[src/rtl/ssd1306_pkg.sv]
// Shared opcodes, addressing-mode encodings and argument-state enum for the
// SSD1306 SPI sink.
package ssd1306_pkg;

  localparam logic [7:0] CMD_SET_MODE    = 8'h20;
  localparam logic [7:0] CMD_COL_RANGE   = 8'h21;
  localparam logic [7:0] CMD_PAGE_RANGE  = 8'h22;
  localparam logic [7:0] CMD_CONTRAST    = 8'h81;
  localparam logic [7:0] CMD_CHARGE_PUMP = 8'h8D;
  localparam logic [7:0] CMD_SEG_NORM    = 8'hA0;
  localparam logic [7:0] CMD_SEG_REMAP   = 8'hA1;
  localparam logic [7:0] CMD_INV_OFF     = 8'hA6;
  localparam logic [7:0] CMD_INV_ON      = 8'hA7;
  localparam logic [7:0] CMD_MUX_RATIO   = 8'hA8;
  localparam logic [7:0] CMD_DISP_OFF    = 8'hAE;
  localparam logic [7:0] CMD_DISP_ON     = 8'hAF;
  localparam logic [7:0] CMD_COM_NORM    = 8'hC0;
  localparam logic [7:0] CMD_COM_REMAP   = 8'hC8;
  localparam logic [7:0] CMD_DISP_OFFSET = 8'hD3;
  localparam logic [7:0] CMD_CLK_DIV     = 8'hD5;
  localparam logic [7:0] CMD_PRECHARGE   = 8'hD9;
  localparam logic [7:0] CMD_COM_PINS    = 8'hDA;
  localparam logic [7:0] CMD_VCOMH       = 8'hDB;

  localparam logic [1:0] AM_HORZ = 2'd0;
  localparam logic [1:0] AM_VERT = 2'd1;
  localparam logic [1:0] AM_PAGE = 2'd2;

  typedef enum logic [2:0] {
    IDLE,
    ARG_MODE,
    ARG_CONTRAST,
    COL_S,
    COL_E,
    PAGE_S,
    PAGE_E,
    ARG_SKIP
  } arg_state_t;

  // Commands whose single argument byte is accepted but has no effect here.
  function automatic logic is_skip_cmd(input logic [7:0] op);
    return op inside {CMD_MUX_RATIO, CMD_DISP_OFFSET, CMD_CLK_DIV, CMD_PRECHARGE,
                      CMD_COM_PINS, CMD_VCOMH, CMD_CHARGE_PUMP};
  endfunction

endpackage

[src/rtl/ssd1306_spi_sink_rx.sv]
// SPI mode-0 byte receiver: synchronises the async pins, detects scl rises and
// assembles MSB-first bytes, flagging each with the dc level seen at bit 8.
module spi_byte_rx #(
  parameter int SYNC_STAGES = 2
) (
  input  logic       clk,
  input  logic       rst,
  input  logic       ss,
  input  logic       scl,
  input  logic       mosi,
  input  logic       dc,
  output logic       byte_valid,
  output logic [7:0] rx_byte,
  output logic       rx_dc
);

  logic [SYNC_STAGES-1:0] ss_pipe_reg;
  logic [SYNC_STAGES-1:0] scl_pipe_reg;
  logic [SYNC_STAGES-1:0] mosi_pipe_reg;
  logic [SYNC_STAGES-1:0] dc_pipe_reg;

  logic       scl_prev_reg;
  logic       scl_rise_reg;
  logic       mosi_d_reg;
  logic       dc_d_reg;
  logic [2:0] bit_cnt_reg;
  logic [7:0] shift_reg;
  logic       last_reg;
  logic       dc_hold_reg;

  logic ss_sync, scl_sync, mosi_sync, dc_sync;
  assign ss_sync   = ss_pipe_reg[SYNC_STAGES-1];
  assign scl_sync  = scl_pipe_reg[SYNC_STAGES-1];
  assign mosi_sync = mosi_pipe_reg[SYNC_STAGES-1];
  assign dc_sync   = dc_pipe_reg[SYNC_STAGES-1];

  always_ff @(posedge clk) begin
    if (!rst) begin
      ss_pipe_reg   <= '1;
      scl_pipe_reg  <= '0;
      mosi_pipe_reg <= '0;
      dc_pipe_reg   <= '0;
      scl_prev_reg  <= 1'b0;
      scl_rise_reg  <= 1'b0;
      mosi_d_reg    <= 1'b0;
      dc_d_reg      <= 1'b0;
      bit_cnt_reg   <= 3'd0;
      shift_reg     <= 8'd0;
      last_reg      <= 1'b0;
      dc_hold_reg   <= 1'b0;
      byte_valid    <= 1'b0;
      rx_byte       <= 8'd0;
      rx_dc         <= 1'b0;
    end else begin
      ss_pipe_reg   <= {ss_pipe_reg[SYNC_STAGES-2:0], ss};
      scl_pipe_reg  <= {scl_pipe_reg[SYNC_STAGES-2:0], scl};
      mosi_pipe_reg <= {mosi_pipe_reg[SYNC_STAGES-2:0], mosi};
      dc_pipe_reg   <= {dc_pipe_reg[SYNC_STAGES-2:0], dc};

      // mosi/dc are delayed alongside the edge flag so they stay aligned with it.
      scl_prev_reg <= scl_sync;
      scl_rise_reg <= scl_sync & ~scl_prev_reg;
      mosi_d_reg   <= mosi_sync;
      dc_d_reg     <= dc_sync;

      last_reg   <= 1'b0;
      byte_valid <= last_reg;
      if (last_reg) begin
        rx_byte <= shift_reg;
        rx_dc   <= dc_hold_reg;
      end

      if (ss_sync) begin
        bit_cnt_reg <= 3'd0;
      end else if (scl_rise_reg) begin
        shift_reg   <= {shift_reg[6:0], mosi_d_reg};
        bit_cnt_reg <= bit_cnt_reg + 3'd1;
        if (bit_cnt_reg == 3'd7) begin
          last_reg    <= 1'b1;
          dc_hold_reg <= dc_d_reg;
        end
      end
    end
  end

endmodule

[src/rtl/ssd1306_spi_sink.sv]
// SSD1306-class controller front end: decodes the SPI command/data stream,
// tracks display state and turns each data byte into one framebuffer write.
module ssd1306_spi_sink
  import ssd1306_pkg::*;
#(
  parameter int X_SIZE      = 128,
  parameter int Y_SIZE      = 64,
  parameter int SYNC_STAGES = 2,
  parameter int FB_ADDR_W   = (X_SIZE * (Y_SIZE / 8) > 1) ? $clog2(X_SIZE * (Y_SIZE / 8)) : 1
) (
  input  logic                 clk,
  input  logic                 rst,
  input  logic                 ss,
  input  logic                 scl,
  input  logic                 mosi,
  input  logic                 dc,
  output logic                 fb_wr,
  output logic [FB_ADDR_W-1:0] fb_addr,
  output logic [7:0]           fb_data,
  output logic                 display_on,
  output logic                 invert,
  output logic [7:0]           contrast,
  output logic                 seg_remap,
  output logic                 com_remap,
  output logic [1:0]           addr_mode
);

  localparam int         PAGES    = Y_SIZE / 8;
  localparam logic [7:0] COL_MAX  = 8'(X_SIZE - 1);
  localparam logic [2:0] PAGE_MAX = 3'(PAGES - 1);

  logic       byte_valid;
  logic [7:0] rx_byte;
  logic       rx_dc;

  spi_byte_rx #(.SYNC_STAGES(SYNC_STAGES)) u_rx (
    .clk        (clk),
    .rst        (rst),
    .ss         (ss),
    .scl        (scl),
    .mosi       (mosi),
    .dc         (dc),
    .byte_valid (byte_valid),
    .rx_byte    (rx_byte),
    .rx_dc      (rx_dc)
  );

  arg_state_t state_reg;
  logic [7:0] col_reg, col_start_reg, col_end_reg;
  logic [2:0] page_reg, page_start_reg, page_end_reg;

  function automatic logic [7:0] clamp_col(input logic [7:0] v);
    return (v > COL_MAX) ? COL_MAX : v;
  endfunction

  function automatic logic [2:0] clamp_page(input logic [7:0] v);
    return (v > {5'd0, PAGE_MAX}) ? PAGE_MAX : v[2:0];
  endfunction

  logic [7:0] col_step, col_next;
  logic [2:0] page_step, page_next;
  logic       col_at_end, page_at_end;

  // >= rather than == so a window with start > end still wraps.
  always_comb begin
    col_at_end  = (col_reg >= col_end_reg);
    page_at_end = (page_reg >= page_end_reg);
    col_step    = col_at_end ? col_start_reg : col_reg + 8'd1;
    page_step   = page_at_end ? page_start_reg : page_reg + 3'd1;
    col_next    = col_reg;
    page_next   = page_reg;
    case (addr_mode)
      AM_HORZ: begin
        col_next = col_step;
        if (col_at_end) page_next = page_step;
      end
      AM_VERT: begin
        page_next = page_step;
        if (page_at_end) col_next = col_step;
      end
      default: col_next = col_step;
    endcase
  end

  logic [FB_ADDR_W-1:0] lin_addr;
  assign lin_addr = FB_ADDR_W'(int'(page_reg) * X_SIZE + int'(col_reg));

  always_ff @(posedge clk) begin
    if (!rst) begin
      fb_wr          <= 1'b0;
      fb_addr        <= '0;
      fb_data        <= 8'd0;
      display_on     <= 1'b0;
      invert         <= 1'b0;
      contrast       <= 8'h7F;
      seg_remap      <= 1'b0;
      com_remap      <= 1'b0;
      addr_mode      <= AM_PAGE;
      state_reg      <= IDLE;
      col_reg        <= 8'd0;
      page_reg       <= 3'd0;
      col_start_reg  <= 8'd0;
      col_end_reg    <= COL_MAX;
      page_start_reg <= 3'd0;
      page_end_reg   <= PAGE_MAX;
    end else begin
      fb_wr <= 1'b0;
      if (byte_valid) begin
        if (rx_dc) begin
          // Data always lands in the framebuffer, even mid-argument.
          fb_wr     <= 1'b1;
          fb_addr   <= lin_addr;
          fb_data   <= rx_byte;
          col_reg   <= col_next;
          page_reg  <= page_next;
          state_reg <= IDLE;
        end else begin
          state_reg <= IDLE;
          case (state_reg)
            ARG_MODE: begin
              if (rx_byte[1:0] != 2'd3) addr_mode <= rx_byte[1:0];
            end
            ARG_CONTRAST: contrast <= rx_byte;
            COL_S: begin
              col_start_reg <= clamp_col(rx_byte);
              state_reg     <= COL_E;
            end
            COL_E: begin
              col_end_reg <= clamp_col(rx_byte);
              col_reg     <= col_start_reg;
            end
            PAGE_S: begin
              page_start_reg <= clamp_page(rx_byte);
              state_reg      <= PAGE_E;
            end
            PAGE_E: begin
              page_end_reg <= clamp_page(rx_byte);
              page_reg     <= page_start_reg;
            end
            ARG_SKIP: ;
            default: begin
              if (rx_byte[7:4] == 4'h0) begin
                if (addr_mode == AM_PAGE) col_reg <= clamp_col({col_reg[7:4], rx_byte[3:0]});
              end else if (rx_byte[7:4] == 4'h1) begin
                if (addr_mode == AM_PAGE) col_reg <= clamp_col({rx_byte[3:0], col_reg[3:0]});
              end else if (rx_byte[7:3] == 5'b10110) begin
                if (addr_mode == AM_PAGE) page_reg <= clamp_page({5'd0, rx_byte[2:0]});
              end else begin
                case (rx_byte)
                  CMD_SET_MODE:   state_reg  <= ARG_MODE;
                  CMD_CONTRAST:   state_reg  <= ARG_CONTRAST;
                  CMD_COL_RANGE:  state_reg  <= COL_S;
                  CMD_PAGE_RANGE: state_reg  <= PAGE_S;
                  CMD_DISP_ON:    display_on <= 1'b1;
                  CMD_DISP_OFF:   display_on <= 1'b0;
                  CMD_INV_ON:     invert     <= 1'b1;
                  CMD_INV_OFF:    invert     <= 1'b0;
                  CMD_SEG_NORM:   seg_remap  <= 1'b0;
                  CMD_SEG_REMAP:  seg_remap  <= 1'b1;
                  CMD_COM_NORM:   com_remap  <= 1'b0;
                  CMD_COM_REMAP:  com_remap  <= 1'b1;
                  default: begin
                    if (is_skip_cmd(rx_byte)) state_reg <= ARG_SKIP;
                  end
                endcase
              end
            end
          endcase
        end
      end
    end
  end

endmodule

[config.mk]
export PLATFORM = sky130hd
export DESIGN_NAME = ssd1306_spi_sink
export DESIGN_NICKNAME = d
export VERILOG_FILES = /design/src/rtl/ssd1306_pkg.sv /design/src/rtl/ssd1306_spi_sink_rx.sv /design/src/rtl/ssd1306_spi_sink.sv
export SDC_FILE = /design/constraint.sdc
export NUM_CORES = 1
export LEC_CHECK = 0
export CELL_PAD_IN_SITES_DETAIL_PLACEMENT = 0
export CELL_PAD_IN_SITES_GLOBAL_PLACEMENT = 1
export CORE_AREA = 2 2 97 136
export DETAILED_ROUTE_END_ITERATION = 16
export DIE_AREA = 0 0 99 138
export GPL_TIMING_DRIVEN = 0
export MAX_ROUTING_LAYER = met4
export PLACE_DENSITY = 0.8
export SYNTH_ARGS = -nofsm -noshare
export SYNTH_HDL_FRONTEND = slang
export SYNTH_SLANG_ARGS = --single-unit
[constraint.sdc]
create_clock -name clk -period 2.2 [get_ports clk]
set_input_delay 0.66 -clock clk [delete_from_list [all_inputs] [get_ports clk]]
set_output_delay 0.66 -clock clk [all_outputs]
set_load 0.03 [all_outputs]
==> impl_metrics.tcl <==
set metrics [dict create \
    clock_sinks 104 \
    routedWlPerCell_um 16.3 \
    synthCells 565 \
    synth_edf_count 0 \
    port_buffers 37 \
    netlist_area_um2 4860 \
    grt_use_total 0.194 \
    setup.worst_path.start_class "flop" \
    die_area_um2 13700 \
    fin_ws_ns 0.0457 \
    placed_area_um2 5420 \
    synth_top_family_by_area "simple AND/OR/NAND/NOR gates" \
    dpl.hpwl_um 9290 \
    maxCapViolations 0 \
    path_clk_slew_ns 0.07 \
    finalInstanceArea_um2 5780 \
    drive_above_1_share 0.0677 \
    drt_iter0_drc 246 \
    worst_path_max_delay_cell "dfxtp_4" \
    critical_path_class "reg -> reg" \
    min_period_ns 2.15 \
    cts_tree "yes" \
    cpPeakStageDelay_ns 0.38 \
    dp.cells 755 \
    cts-buffers-inserted 9 \
    path_cells "inv_1, ha_1, nand2b_1, a211oi_2, o221a_2, or2_4, a311o_1, o221a_1" \
    io_pins 39 \
    clockBufferDepth 2 \
    place_congestion 0.896 \
    cp_num_buf_inv 1 \
    synth_compound_area_frac 0.174 \
    clk_latency_ns 0.35 \
    mostFrequentLayoutCell "nand2_1" \
    grt-ovfl-total 0 \
    nNetsFinal 639 \
    synth_nets 588 \
    num_antenna_cells 0 \
    final_cell_mix "nand2_1 (109), dfxtp_1 (102), clkdlybuf4s50_1 (36)" \
    yosys_register_bits 104 \
    rsz0062_at_grt "true" \
    hold_viol 0 \
    yosys_most_used_dff "dfxtp_1" \
    antenna_found_initial 0 \
    p_per_area_nw_per_um2 613 \
    die-height_um 138 \
    leakage_nw 2.31 \
    routed_wl_um 12600 \
    finalCritPeriodShare 0.979 \
    synthXorXnorAreaFrac 0.0180 \
    cts-root-buf "clkbuf_16" \
    via_per_inst 5.38 \
    ys_seq_area_frac 0.429 \
    syn_to_final_growth_pct 19.1 \
    synth_fa_ha_area_frac 0.0438 \
    final_cells 773 \
    fillers 1259 \
    grt_max_degree 16 \
    outcome "completed" \
    muxShareOfSynthArea 0.0606 \
    maxSlewHeadroom 0.341 \
    core_area_um2 12600 \
    crit_arrival_ns 2.40 \
    finalSetupViolCount 0 \
    postRouteAntennaNets 0 \
    die_w_um 99 \
    synth_warnings 0 \
    grt_pass1_wl_um 20400 \
    largest-register "fb_addr" \
    num_rows 49 \
    max_freq_mhz 464 \
    worstMarginPinSlew_ns 0.980 \
    drv_slew 0 \
    largest_reg_flops 10 \
    synth-simple-area-share 0.229 \
    synth_cell_types 54 \
    skew_ns 0.00905 \
    critPathMaxFanout 8 \
    fin_total_pwr_w 0.00355 \
    max-vdd-ir-drop_mv 0.382 \
    grt_pass1_vias 4069 \
    min_path_type "reg -> reg" \
    dr.pass1.iters 5 \
    cp-end-kind "flop" \
    initial_core_util 0.386 \
    cp_top_family "compound AO/OA/AOI/OAI gates" \
    ys_async_sr_fraction 0 \
    cts-htree-levels 3 \
    drc 0 \
    dpl_worst_slack_ns -0.205 \
    required_ns 2.44 \
    postSynthAreaPerCell_um2 8.59 \
    vias 4162 \
]
-- layer usage --
metal | routed length, um | vias to the layer above | track usage
met5 | 0 | - | -
met4 | 320 | 0 | 0.0829
met3 | 555 | 21 | 0.0278
met2 | 6390 | 108 | 0.331
met1 | 5370 | 1979 | 0.226
li1 | - | 2054 | -
-- kinds of logic (layout without fill, tap and decap cells) --
group	Yosys count	count (layout)
compound gates	118	118
fa+ha+maj	17	17
buf+inv	55	110
simple gates	232	232
mux	29	29
xor+xnor	10	10
flops	104	104
-- worst paths after layout --
| kind | startpoint | to | slack, ns | depth (start not counted) |
|---|---|---|---|---|
| max | col_reg[0]$_SDFFE_PN0P_ | col_reg[2]$_SDFFE_PN0P_ | 0.05 | 8 |
| min reg2reg | u_rx.scl_prev_reg$_SDFF_PN0_ | u_rx.scl_rise_reg$_SDFF_PN0_ | 0.39 | 1 |
| max reg2reg | col_reg[0]$_SDFFE_PN0P_ | col_reg[2]$_SDFFE_PN0P_ | 0.05 | 8 |
| min | u_rx.scl_prev_reg$_SDFF_PN0_ | u_rx.scl_rise_reg$_SDFF_PN0_ | 0.39 | 1 |
-- metrics by stage --
step                      hold WS (ns)  TNS [ns]   util
after floorplan                  0.367         0      -
after global placement           0.379    -0.978  0.431
after detailed placement         0.387     -1.09  0.431
after CTS                        0.399         0  0.455
after global routing             0.409  -0.00343  0.460
final                            0.391         0  0.460
-- cell type report --
type                       count  area, um^2  area share
timing repair buffer          41         403      0.0697
clock inverter                 3        42.5     0.00736
multi-input combinational    406        2590       0.448
tap                          153         191      0.0331
buffer                        39         165      0.0286
inverter                      15        56.3     0.00974
sequential                   104        2090       0.361
clock buffer                  12         246      0.0426
-- power breakdown --
group	switching [W]	internal (W)
clock network	0.000683	0.000906
registers	0.00000282	0.00189
logic	0.0000392	0.0000255
total	0.000725	0.00282
-- Yosys cell counts (15+ instances only) --
master,n,share of area
a21boi_0,26,0.040
and2_1,18,0.023
clkbuf_1,35,0.027
dfxtp_1,104,0.43
ha_1,17,0.044
inv_1,15,0.012
mux2i_1,26,0.054
nand2_1,109,0.084
nor2_1,30,0.023
nor2b_1,19,0.024
o211ai_1,15,0.023
o21ai_0,25,0.026
-- repair_timing --
| item | in CTS | in global routing |
|---|---|---|
| pin swaps | 1 | 4 |
| endpoints found under the setup margin | 18 | 20 |
| resized for setup | 6 | 8 |
| hold buffers | 0 | 0 |
| buffers inserted | 0 | 4 |
Power figures use the tool's default switching activity.
